===== src/rtl/sdr_tune_pkg.sv =====
// sdr_tune_pkg: shared types and constants for the SDR retune sequencer and its CSR glue
package sdr_tune_pkg;

    localparam logic [63:0] DEF_PHASE_INC = 64'h25BA5E353F7CED91;
    localparam logic [3:0]  DEF_SHIFT     = 4'd2;
    localparam logic [3:0]  DEF_MUTE      = 4'd15;
    localparam int unsigned DEF_SETTLE    = 64;

    typedef enum logic [2:0] {
        IDLE,
        FADE_OUT,
        RETUNE,
        SETTLE,
        FADE_IN
    } tune_state_e;

    typedef struct packed {
        logic [63:0] phase_inc;
        logic        lsb;
        logic [3:0]  shift;
    } tune_cfg_t;

    // One saturating step of an attenuation shift toward a goal, in either direction
    function automatic logic [3:0] step_toward(input logic [3:0] cur, input logic [3:0] goal);
        return (cur < goal) ? cur + 4'd1 : (cur > goal) ? cur - 4'd1 : cur;
    endfunction

endpackage


===== src/rtl/sdr_tune_ctrl.sv =====
// sdr_tune_ctrl: click-free retune sequencer (fade-out, retune, settle, fade-in) on decimated-sample boundaries
//   clk, rst_n                         clock, async active-low reset
//   cfg_we, cfg_phase_inc, cfg_lsb,
//   cfg_shift                          config write into the one-entry pending buffer
//   cfg_clr                            clears the sticky overrun flag
//   sample_stb                         decimated-sample strobe; all fade/settle steps advance on it
//   phase_inc_o, lsb_rx_o              LO phase increment and sideband applied to the receive chain
//   audio_shift_o                      audio attenuation shift (15 = muted)
//   busy, retune_stb, overrun          status
module sdr_tune_ctrl
    import sdr_tune_pkg::*;
#(
    parameter logic [63:0] RESET_PHASE_INC = DEF_PHASE_INC,
    parameter logic [3:0]  RESET_SHIFT     = DEF_SHIFT,
    parameter int unsigned SETTLE_SAMPLES  = DEF_SETTLE,
    parameter logic [3:0]  MUTE_SHIFT      = DEF_MUTE
) (
    input  logic        clk,
    input  logic        rst_n,
    input  logic        cfg_we,
    input  logic [63:0] cfg_phase_inc,
    input  logic        cfg_lsb,
    input  logic [3:0]  cfg_shift,
    input  logic        cfg_clr,
    input  logic        sample_stb,
    output logic [63:0] phase_inc_o,
    output logic        lsb_rx_o,
    output logic [3:0]  audio_shift_o,
    output logic        busy,
    output logic        retune_stb,
    output logic        overrun
);

    tune_state_e state, state_next;
    tune_cfg_t   pend;
    logic        pending, retune_req, consume;
    logic [3:0]  target, shift_next;
    logic [15:0] count;

    assign retune_req = pending && (pend.phase_inc != phase_inc_o || pend.lsb != lsb_rx_o);
    assign busy       = state != IDLE || pending;

    // consume: the pending entry is taken this cycle and its shift becomes the new target
    always_comb begin
        state_next = state;
        consume    = 1'b0;
        shift_next = audio_shift_o;
        case (state)
            IDLE: begin
                if (sample_stb && pending) begin
                    if (retune_req) begin
                        state_next = FADE_OUT;
                    end else begin
                        consume    = 1'b1;
                        state_next = (pend.shift != audio_shift_o) ? FADE_IN : IDLE;
                    end
                end
            end
            FADE_OUT: begin
                if (audio_shift_o == MUTE_SHIFT)
                    state_next = RETUNE;
                else if (sample_stb)
                    shift_next = step_toward(audio_shift_o, MUTE_SHIFT);
            end
            RETUNE: begin
                consume    = 1'b1;
                state_next = SETTLE;
            end
            SETTLE: begin
                // Already muted, so a new retune skips straight back to RETUNE
                if (retune_req) begin
                    state_next = RETUNE;
                end else begin
                    consume = pending;
                    if (sample_stb && count <= 16'd1)
                        state_next = FADE_IN;
                end
            end
            FADE_IN: begin
                if (retune_req)
                    state_next = FADE_OUT;
                else if (pending)
                    consume = 1'b1;
                else if (audio_shift_o == target)
                    state_next = IDLE;
                else if (sample_stb)
                    shift_next = step_toward(audio_shift_o, target);
            end
            default: state_next = IDLE;
        endcase
    end

    always_ff @(posedge clk or negedge rst_n) begin
        if (!rst_n)
            state <= SETTLE;
        else
            state <= state_next;
    end

    always_ff @(posedge clk or negedge rst_n) begin
        if (!rst_n) begin
            phase_inc_o   <= RESET_PHASE_INC;
            lsb_rx_o      <= 1'b0;
            audio_shift_o <= MUTE_SHIFT;
            target        <= RESET_SHIFT;
            pend          <= '0;
            pending       <= 1'b0;
            overrun       <= 1'b0;
            retune_stb    <= 1'b0;
            count         <= 16'(SETTLE_SAMPLES);
        end else begin
            retune_stb    <= state == RETUNE;
            audio_shift_o <= shift_next;
            if (state == RETUNE) begin
                phase_inc_o <= pend.phase_inc;
                lsb_rx_o    <= pend.lsb;
                count       <= 16'(SETTLE_SAMPLES);
            end else if (state == SETTLE && sample_stb && !retune_req) begin
                count <= count - 16'd1;
            end
            if (consume)
                target <= pend.shift;
            // A write in the same cycle as a consume is kept, so it wins over the clear
            if (cfg_we) begin
                pend    <= '{phase_inc: cfg_phase_inc, lsb: cfg_lsb, shift: cfg_shift};
                pending <= 1'b1;
            end else if (consume) begin
                pending <= 1'b0;
            end
            if (cfg_we && pending)
                overrun <= 1'b1;
            else if (cfg_clr)
                overrun <= 1'b0;
        end
    end

endmodule


===== config.mk =====
export PLATFORM = sky130hd
export DESIGN_NAME = sdr_tune_ctrl
export DESIGN_NICKNAME = d
export VERILOG_FILES = /design/src/rtl/sdr_tune_pkg.sv /design/src/rtl/sdr_tune_ctrl.sv
export SDC_FILE = /design/constraint.sdc
export NUM_CORES = 1
export LEC_CHECK = 0
export BUFFER_PORTS_ARGS = -buffer_cell sky130_fd_sc_hd__buf_4
export CAP_MARGIN = 20
export CORE_MARGIN = 1
export CORE_UTILIZATION = 60
export DETAILED_ROUTE_END_ITERATION = 12
export GPL_ROUTABILITY_DRIVEN = 0
export GPL_TIMING_DRIVEN = 1
export PLACE_DENSITY = 0.89
export SETUP_SLACK_MARGIN = 0.15
export SLEW_MARGIN = 30
export SYNTH_ARGS = -nofsm -noshare
export SYNTH_HDL_FRONTEND = slang
export SYNTH_SLANG_ARGS = --single-unit
export TNS_END_PERCENT = 50

===== constraint.sdc =====
create_clock -name clk -period 4.7 [get_ports clk]
set_input_delay 0 -clock clk [delete_from_list [all_inputs] [get_ports clk]]
set_output_delay 0 -clock clk [all_outputs]
set_load 0.02 [all_outputs]

# ---- Word-level counts from Yosys, hierarchy flattened
# Index checks and enable logic that the tools add are counted.
dict set report op_classes {
  add_sub_neg 3
  order_cmp 5
  eq_ne 22
  n_mux 33
  n_reduce_logical 17
}
# cell n
set op_table {}
lappend op_table {{!= test 64 bit} 1}
lappend op_table {{2-to-1 mux 4 bit} 10}
lappend op_table {{2-to-1 mux 16 bit} 2}
lappend op_table {{2-to-1 mux 3 bit} 9}
lappend op_table {{less-or-equal comparator 16 x 1 -> 1 bit (second input constant)} 1}
lappend op_table {{!= test 2 bit (second input constant)} 8}
lappend op_table {{subtractor 16 x 1 -> 16 bit (second input constant)} 1}
lappend op_table {{!= test 3 bit (second input constant)} 5}
lappend op_table {{case mux 3 bit (5 select lines)} 1}
lappend op_table {{2-to-1 mux 1 bit} 9}
lappend op_table {{AND reduction 9 bit} 1}
lappend op_table {{case mux 4 bit (2 select lines)} 1}
lappend op_table {{nonzero test 2 bit} 4}
lappend op_table {{equality test 3 x 2 -> 1 bit (second input constant)} 2}
lappend op_table {{logical AND 1 bit} 6}
lappend op_table {{AND reduction 5 bit} 1}
lappend op_table {{adder 4 x 1 -> 4 bit (second input constant)} 1}
lappend op_table {{equality test 4 bit} 1}
lappend op_table {{equality test 4 bit (second input constant)} 1}
lappend op_table {{> comparator 4 bit} 1}
lappend op_table {{> comparator 4 bit (second input constant)} 1}
lappend op_table {{< comparator 4 bit} 1}
lappend op_table {{< comparator 4 bit (second input constant)} 1}
lappend op_table {{!= test 4 bit} 1}
lappend op_table {{9 further kinds} 10}
dict set report word_totals {
  reg_bits 164
  inputBits 74
  output_inout_bits 72
  word_cells 92
}

# ---- Longest topological paths before layout
# Gate-level depths: netlist of the first run.
dict set report logic_depth {
  depth_word 8
  depth_mapped 9
  ltp_nobuf 9
}

# ---- Worst setup path before layout of the first run
# OpenSTA, ideal clock, no wires.
dict set report synth_path {
  kind {register to register}
  from {register count[4]}
  to {register state[1]}
  setup_time_ns 0.091
  t_arrival_ns 2.784
  required_ns 4.609
  path_slack_ns 1.825
  path_stages_with_launch 8
  path_buffers 0
  synth_period_minus_slack_ns 2.875
  cell_sequence {dfrtp_1 > or4_4 > or4_4 > or3_4 > or3_4 > or4b_1 > nor3_2 > nor3_1}
}
dict set report synth_via {
  elab_chain_len 4
}
# element line
set synth_rtl {}
lappend synth_rtl {{start: declaration} sdr_tune_ctrl.sv:38} ;# logic [15:0] count;
lappend synth_rtl {{start signal: assignment} sdr_tune_ctrl.sv:110} ;# count <= 16'(SETTLE_SAMPLES);
lappend synth_rtl {{start signal: assignment} sdr_tune_ctrl.sv:117} ;# count <= 16'(SETTLE_SAMPLES);
lappend synth_rtl {{start signal: assignment} sdr_tune_ctrl.sv:119} ;# count <= count - 16'd1;
lappend synth_rtl {{less-or-equal comparator 16 x 1 -> 1 bit} sdr_tune_ctrl.sv:75} ;# if (sample_stb && count <= 16'd1)
lappend synth_rtl {{logical AND 1 bit} sdr_tune_ctrl.sv:75}
lappend synth_rtl {{!= test 3 bit (no line)} n/a}
lappend synth_rtl {{AND reduction 5 bit (no line)} n/a}
lappend synth_rtl {{end signal: assignment} sdr_tune_ctrl.sv:97} ;# state <= state_next;
lappend synth_rtl {{end: declaration} sdr_tune_ctrl.sv:34} ;# tune_state_e state, state_next;
# No other way between the ends.
# A chain may end at the register's enable or synchronous reset.

# ---- Worst setup path after layout of the first run
dict set report layout_path {
  from {register phase_inc_o[17]}
  to {register count[13]}
}
dict set report layout_via {
  elab_chain_len 6
}
# element line
set layout_rtl {}
lappend layout_rtl {{start: declaration} sdr_tune_ctrl.sv:26} ;# output logic [63:0] phase_inc_o,
lappend layout_rtl {{start signal: assignment} sdr_tune_ctrl.sv:115} ;# phase_inc_o <= pend.phase_inc;
lappend layout_rtl {{!= test 64 bit} sdr_tune_ctrl.sv:40} ;# assign retune_req = pending && (pend.phase_inc != phase_inc_o || pend.lsb != lsb_rx_o);
lappend layout_rtl {{logical OR 1 bit} sdr_tune_ctrl.sv:40}
lappend layout_rtl {{logical AND 1 bit} sdr_tune_ctrl.sv:40}
lappend layout_rtl {{zero test 1 bit} sdr_tune_ctrl.sv:118} ;# end else if (state == SETTLE && sample_stb && !retune_req) begin
lappend layout_rtl {{logical AND 1 bit} sdr_tune_ctrl.sv:118}
lappend layout_rtl {{nonzero test 2 bit (no line)} n/a}
# No other way between the ends.

==> qor.csv, run 1 <==
stage,metric,value,unit
timing,max_slew_margin,33.0,%
timing,finalCritPeriodShare,67.3,%
clock_tree,cts_made_buffers,17,
critical_path,rr_startpoint,phase_inc_o[17],
floorplanning,start_util,62.1,%
route,wl,21200,microns
timing,hold_viol,0,
critical_path,r2r_slack,1.54,ns
power,peakVddDrop,0.462,mV
timing,fmax,0.316,GHz
route,firstDrtPassIters,5,
layout,antenna_cells,0,
synthesis,syn_inst,701,
clock_tree,clkTransAtPathRegs,0.07,ns
clock_tree,htree_levels,4,
synthesis,synth_cell_type_count,42,
job,max_cap_violations,0,
global_routing,first_global_vias,6630,
clock_tree,cts_root_buf,clkbuf_16,
timing,min_period,3.16,ns
critical_path,worstPathRequired,5.05,ns
timing,rsz0062_at_grt,false,
critical_path,critical_path_arrival,3.52,ns
synthesis,yosysWarnings,0,
timing,worst_pin_slew,1.00,ns
clock_tree,cts_tree,yes,
route,wire_per_inst,19.4,microns
timing,drv_slew,0,
clock_tree,tritoncts_num_sinks,164,
power,powerDensity,629,nW/um^2
layout,layout.nets,990,
timing,hold_ws,0.0310,ns
critical_path,cp_max_fo,31,
route,drt-initial-drc-count,506,
critical_path,start_kind,flip-flop,
global_routing,grt_max_degree,114,
route,vias,6229,
timing,tns,0,ns
clock_tree,cts.repair.resized,0,
global_routing,grtUsageTotal,34.4,%
synthesis,ys_seq_elements,164,
layout,drive_gt1_share,33.8,%
timing,fin_skew,0.00979,ns
critical_path,cp_slowest_cell,or4b_2,
timing,setup_viol,0,
layout,mostFrequentLayoutCells,"205 x nand2_1, 148 x buf_4, 119 x dfrtp_1",
synthesis,synth_area,7530,sq um
critical_path,max_stage_delay,0.73,ns
critical_path,reg2reg_depth,7,
clock_tree,max-clock-path-buffers,2,
global_routing,antenna_found_initial,0,
power,leakage,0.00474,uW
outcome,outcome,"complete, no violations",
min_path,min_from,sample_stb,
min_path,min_to,state[0],
floorplanning,core.rowCount,40,
synthesis,syn_nets,783,
layout,final_core_util,83.3,%
floorplanning,die-area,13000,sq um
place,numPortBuffers,145,
global_routing,grt.overflow.total,0,
critical_path,cp_cell_sequence,"xor2_1, nor4_1, nand4_1, nor3_1, a31oi_4, or4b_2, a21oi_1",
critical_path,r2r-end,count[13],
place,dp_hpwl,12200,microns
power,finalPower,6350,uW
synthesis,syn_area_per_cell,10.7,sq um
critical_path,crit_type,reg2reg,
floorplanning,ios,146,
floorplanning,core-area,12100,sq um
min_path,hp-class,in2reg,
route,drtAntennaViolNets,0,
route,drc,0,
place,dpl_cell_area,8760,sq um
route,viasPerCell,5.72,
synthesis,yosysSeqAreaShare,55.3,%
floorplanning,fp.dieW,114,microns
layout,final_common_cell,nand2_1,
clock_tree,clock_latency,0.44,ns
min_path,holdPathStages,5,
critical_path,end_kind,flip-flop,
layout,area_delta_synth_final,34.0,%
global_routing,grt_pass1_wl,33700,microns
floorplanning,die_y,114,microns
layout,final_area,10100,sq um
-- worst max-delay path, delay by kind of cell (launching register included) --
| kind | cells | cell delay, ns |
|---|---|---|
| and+or+nand+nor | 4 | 1.88 |
| DFF | 1 | 0.42 |
| AOI/OAI and AO/OA | 2 | 0.58 |
| xor gates and xnor gates | 1 | 0.19 |
-- cell families (layout without fill, tap and decap cells) --
family	count (synthesis)	after routing	synth area share, %
and+or+nand+nor	289	289	17.3
AOI/OAI and AO/OA	44	44	3.82
DFF	164	164	55.3
adders and majority gates	8	8	1.33
buffers and inverters	45	265	2.24
xor gates and xnor gates	73	73	8.49
muxes	78	78	11.6
-- per-stage QoR --
stage                     setup slack, ns  cells
final                                1.54   1089
after global routing                 1.30   1089
after CTS                            1.54   1089
after detailed placement             1.63    986
after global placement               1.61    986
after floorplan                      1.82    701
-- how the worst max path moves through the flow --
| stage | from | cells past startpoint | to | slack (ns) |
|---|---|---|---|---|
| 6_report | phase_inc_o[17] | 7 | count[13] | 1.54 |
| 5_1_grt | phase_inc_o[17] | 7 | count[11] | 1.30 |
| 4_1_cts | phase_inc_o[42] | 7 | count[13] | 1.54 |
| 3_3_place_gp | phase_inc_o[42] | 7 | count[13] | 1.61 |
| 2_1_floorplan | count[4] | 7 | state[1] | 1.82 |
| 3_5_place_dp | phase_inc_o[39] | 7 | count[13] | 1.63 |
-- synth_stat cells --
cell,number,share of area (%)
nand2_1,206,10
dfrtp_1,119,40
mux2_2,73,11
xor2_1,48,5.6
dfstp_2,45,16
clkbuf_1,32,1.6
xnor2_1,25,2.9
a21oi_1,15,1.0
nor4_1,15,1.2
inv_1,13,0.65
nor2_1,12,0.60
nand4_1,10,0.83
ha_1,8,1.3
o31ai_1,8,0.80
or4_1,8,0.80
nor3_1,7,0.47
or3_1,7,0.58
mux2i_1,5,0.66
nand3_1,5,0.33
o21ai_0,5,0.33
nand2b_1,3,0.25
o21a_1,3,0.30
o41ai_1,3,0.35
a31oi_1,2,0.17
nor2b_1,2,0.17
or2_2,2,0.17
or3_4,2,0.30
or4_4,2,0.30
or4b_1,2,0.27
or4b_2,2,0.27
a2111oi_0,1,0.12
a21boi_0,1,0.10
a2bb2oi_1,1,0.12
and2_1,1,0.083
and3_1,1,0.083
and4_1,1,0.12
nor3_2,1,0.13
o2111ai_1,1,0.12
o211ai_1,1,0.10
o21bai_1,1,0.10
o221ai_1,1,0.12
o31a_1,1,0.12
-- metal layers --
metal | global-route usage (%) | routed length, microns | vias up
met5 | 0 | 0 | -
met4 | 18.1 | 1020 | 0
met3 | 10.8 | 1410 | 79
met2 | 57.4 | 10700 | 257
met1 | 39.9 | 8040 | 3118
li1 | - | - | 2775
-- where the power goes --
part	leakage, uW	internal [uW]	switching (uW)
sequential	0.00192	1960	453
clock	0.000307	856	599
combinational	0.00251	1020	1460
total	0.00474	3830	2510
-- repair_timing --
item | 4_1_cts | 5_1_grt
buffers inserted | 0 | 0
hold buffers | 71 | 0
endpoints found under the hold margin | 153 | 0
-- cell type report --
type | instances | area [sq um]
Clock inverter | 14 | 174
Timing Repair Buffer | 220 | 1840
Clock buffer | 18 | 439
Tap cell | 168 | 210
Sequential cell | 164 | 4160
Fill cell | 618 | 2030
Multi-Input combinational cell | 492 | 3220
Inverter | 13 | 51.3
-- registers in the layout (all words and copies together), names as in the netlist --
register and count:
phase_inc_o 64, retune_stb 1, target 4, overrun 1
audio_shift_o 4, count 16, lsb_rx_o 1, pending 1
pend 69, state 3
No activity file was read; power rests on OpenSTA's default activity.
==> inputs of run 2 (changes only) <==
--- a/config.mk
+++ b/config.mk
@@ -5,14 +5,15 @@
 export SDC_FILE = /design/constraint.sdc
 export NUM_CORES = 1
 export LEC_CHECK = 0
+export ABC_AREA = 1
 export BUFFER_PORTS_ARGS = -buffer_cell sky130_fd_sc_hd__buf_4
 export CAP_MARGIN = 20
 export CORE_MARGIN = 1
-export CORE_UTILIZATION = 60
+export CORE_UTILIZATION = 51
 export DETAILED_ROUTE_END_ITERATION = 12
 export GPL_ROUTABILITY_DRIVEN = 0
 export GPL_TIMING_DRIVEN = 1
-export PLACE_DENSITY = 0.89
+export PLACE_DENSITY = 0.8
 export SETUP_SLACK_MARGIN = 0.15
 export SLEW_MARGIN = 30
 export SYNTH_ARGS = -nofsm -noshare
==> constraint.sdc (replaced) <==
create_clock -name clk -period 2.85 [get_ports clk]
set_input_delay 0 -clock clk [delete_from_list [all_inputs] [get_ports clk]]
set_output_delay 0 -clock clk [all_outputs]
set_load 0.02 [all_outputs]
==> run 2 against run 1 <==
- total power up 67%
- critical path depth up 7
- sequential power up 61%
- count of clock-buffer cells in the layout up 3
- combinational power up 77%
- register-to-register slack worse by 0.88 ns
- setup slack worse by 0.88 ns
- via count up 12%
- final area up 5.8%
- worst hold slack worse by 0.019 ns
- first-iteration DRC count down 20%
- critical path type unchanged
- largest power group unchanged
- sequential share of layout area down 2.3 points
==> qor.csv, run 2 <==
stage,metric,value,unit,change
outcome,outcome,"complete, no violations",,
clock_tree,cts_tree,yes,,
timing,drv_slew,0,,unchanged
min_path,holdPathStages,3,,-2
layout,filler_cell_count,1134,,+83%
critical_path,crit_buf_inv,1,,+1
synthesis,syn_nets,1060,,+35%
clock_tree,postCtsSetupBuffers,0,,unchanged
synthesis,yosys.area_share.simple,23.0,%,+5.8 points
floorplanning,fp.dieW,127,microns,+12%
place,dpl_cell_area,9270,sq um,+5.8%
critical_path,max_stage_delay,0.55,ns,-0.18 ns
critical_path,cp_slowest_cell,dfstp_2,,
synthesis,synthDominantCellAreaShare,37.3,%,-2.3 points
job,max_cap_violations,0,,unchanged
global_routing,grt.overflow.total,0,,unchanged
synthesis,muxShareOfSynthArea,0.141,%,-11 points
clock_tree,cts_made_buffers,17,,unchanged
floorplanning,ios,146,,unchanged
critical_path,cpLargestDelayFamily,simple AND/OR/NAND/NOR gates,,
critical_path,end_kind,flip-flop,,
synthesis,synth_area,7990,sq um,+6.2%
synthesis,synth.area.top_cells,"dfrtp_1 37%, dfstp_2 15%, nand2_1 15%",,
route,drt-initial-drc-count,407,,-20%
synthesis,yosysWarnings,0,,unchanged
timing,fmax,0.455,GHz,+44%
synthesis,syn_inst,978,,+40%
synthesis,yosysMostFrequentCell,nand2_1,,
timing,rsz0062_at_grt,false,,
synthesis,synth_enable_flop_cells,0,,unchanged
route,drc,0,,unchanged
floorplanning,core-area,15300,sq um,+26%
floorplanning,core.rowCount,45,,+13%
layout,mostFrequentLayoutCells,"314 x nand2_1, 149 x buf_4, 137 x o21ai_0",,
clock_tree,max-clock-path-buffers,2,,unchanged
critical_path,r2r_slack,0.65,ns,-0.88 ns
place,numPortBuffers,145,,unchanged
global_routing,grtUsageTotal,26.5,%,-7.9 points
layout,area_delta_synth_final,33.5,%,
critical_path,start_kind,flip-flop,,
floorplanning,die_y,127,microns,+12%
clock_tree,cts.repair.resized,0,,unchanged
timing,setup_viol,0,,unchanged
power,leakage,0.00525,uW,+11%
route,firstDrtPassIters,5,,unchanged
critical_path,rr_startpoint,phase_inc_o[32],,
global_routing,antenna_found_initial,1,,+1
synthesis,synth_top_area_cell,dfrtp_1,,
clock_tree,cts_root_buf,clkbuf_16,,
route,wl,20100,microns,-5.2%
synthesis,synth_xor_xnor_area_share,6.25,%,-2.2 points
critical_path,cp_max_fo,18,,-42%
timing,finalCritPeriodShare,77.1,%,+9.8 points
clock_tree,clkTransAtPathRegs,0.06,ns,about the same
clock_tree,htree_levels,4,,unchanged
timing,hold_viol,0,,unchanged
synthesis,async_reset_ff_share,100,%,unchanged
global_routing,first_global_vias,6874,,+3.7%
synthesis,syn_area_per_cell,8.17,sq um,-24%
global_routing,grt_pass1_wl,33600,microns,-0.27%
layout,drive_gt1_share,21.1,%,-13 points
layout,top_register,pend,,
global_routing,grt_max_degree,105,,-7.9%
min_path,min_from,cfg_we,,
critical_path,crit_type,reg2reg,,
power,finalPower,10600,uW,+67%
synthesis,synth_top_family_by_area,simple AND/OR/NAND/NOR gates,,
place,dp_hpwl,12100,microns,-1.3%
timing,min_period,2.20,ns,-0.966 ns
power,peakVddDrop,0.627,mV,+36%
synthesis,synth-main-ff-cell,dfrtp_1,,
layout,layout.nets,1276,,+29%
layout,largest_register_ff_count,69,,unchanged
synthesis,ys_seq_elements,164,,unchanged
critical_path,critical_path_arrival,2.56,ns,-0.96 ns
layout,final_area,10700,sq um,+5.8%
synthesis,yosys.area_share.adder,1.25,%,-0.077 points
min_path,min_to,pend[40],,
timing,tns,0,ns,unchanged
route,drtAntennaViolNets,0,,unchanged
timing,fin_skew,0.0101,ns,+0.000283 ns
critical_path,r2r-end,count[6],,
critical_path,reg2reg_depth,14,,+7
timing,max_slew_margin,43.1,%,+10 points
route,viasPerCell,4.94,,-14%
clock_tree,clock_latency,0.43,ns,about the same
critical_path,worstPathRequired,3.22,ns,-1.83 ns
route,wire_per_inst,14.1,microns,-27%
power,powerDensity,992,nW/um^2,+58%
timing,worst_pin_slew,0.852,ns,-0.153 ns
synthesis,yosysSeqAreaShare,52.1,%,-3.2 points
critical_path,cp_cell_sequence,"inv_1, nand2_1, nand2_1, nor2_1, nand2_1, nor2_1, nand2_1, nor2_2, nand3_2, nand2_4, nand2_8, nand2_8, o21ai_0, nand2_1",,
layout,reg_top3,"pend x69, phase_inc_o x64, count x16",,
synthesis,synth_compound_area_share,9.60,%,+5.8 points
min_path,hp-class,in2reg,,
floorplanning,die-area,16200,sq um,+24%
synthesis,synth_cell_type_count,36,,-14%
floorplanning,start_util,52.4,%,-9.8 points
synthesis,yosys-top-cells-count,"314 x nand2_1, 137 x o21ai_0, 119 x dfrtp_1, 117 x inv_1, 65 x nor2_1",,
clock_tree,tritoncts_num_sinks,164,,unchanged
route,vias,7002,,+12%
critical_path,cpMostUsedCell,nand2_1,,
layout,final_common_cell,nand2_1,,
run 2: cells by family after synthesis:
| logic type | Yosys count |
|---|---|
| xor+xnor | 57 |
| flops | 164 |
| simple gates | 443 |
| fa+ha+maj | 8 |
| mux | 1 |
| buf+inv | 156 |
| compound gates | 149 |
run 2: worst max path at each step:
stage	start	end	slack (ns)	cells after the start
after floorplan	phase_inc_o[44]	count[1]	1.06	14
after global placement	phase_inc_o[49]	count[6]	0.78	14
after detailed placement	phase_inc_o[49]	count[6]	0.74	14
after CTS	phase_inc_o[49]	count[6]	0.72	14
after global routing	phase_inc_o[32]	count[6]	0.45	14
final	phase_inc_o[32]	count[6]	0.65	14
run 2: final cells by class:
type | instances | area (sq um) | share of cell area, %
repair buffers | 233 | 1980 | 18.6
multi-input cells | 658 | 3220 | 30.2
clock inverters | 10 | 119 | 1.11
clock buffers | 21 | 470 | 4.41
inverters | 120 | 450 | 4.22
flip-flops and latches | 164 | 4160 | 39.0
diodes | 1 | 2.50 | 0.0235
well taps | 211 | 264 | 2.47
run 2: timing repair:
| action | 4_1_cts | 5_1_grt |
|---|---|---|
| hold endpoints to repair | 127 | 0 |
| endpoints found under the setup margin | 0 | 0 |
| hold buffers | 81 | 0 |
run 2: stage by stage:
step / std cells / setup slack (ns) / hold WS (ns) / util, %
after detailed placement: 1305 / 0.745 / 0.0982 / 60.7
after global routing: 1418 / 0.448 / 0.0237 / 69.9
after floorplan: 978 / 1.06 / -0.296 / -
after global placement: 1305 / 0.783 / 0.102 / 60.7
final: 1418 / 0.653 / 0.0117 / 69.9
after CTS: 1417 / 0.722 / 0.000228 / 69.9
run 2: tightest hold or removal path, cell delays in order:
cell and delay [ns]:
buf_4 0.22, nand2_1 0.09, o21ai_0 0.08
run 2: where the power goes:
part / internal (uW) / switching, uW
combinational: 1760 / 2620
sequential: 3220 / 672
clock: 1360 / 951
run 2: per-layer routing:
metal  GRT usage [%]  share of wire [%]  vias to the layer above
met5               0                  0                        -
met4            8.47                1.8                        0
met3            6.28                5.3                       25
met2            45.2                 50                      188
met1            33.3                 43                     3321
li1                -                  -                     3468
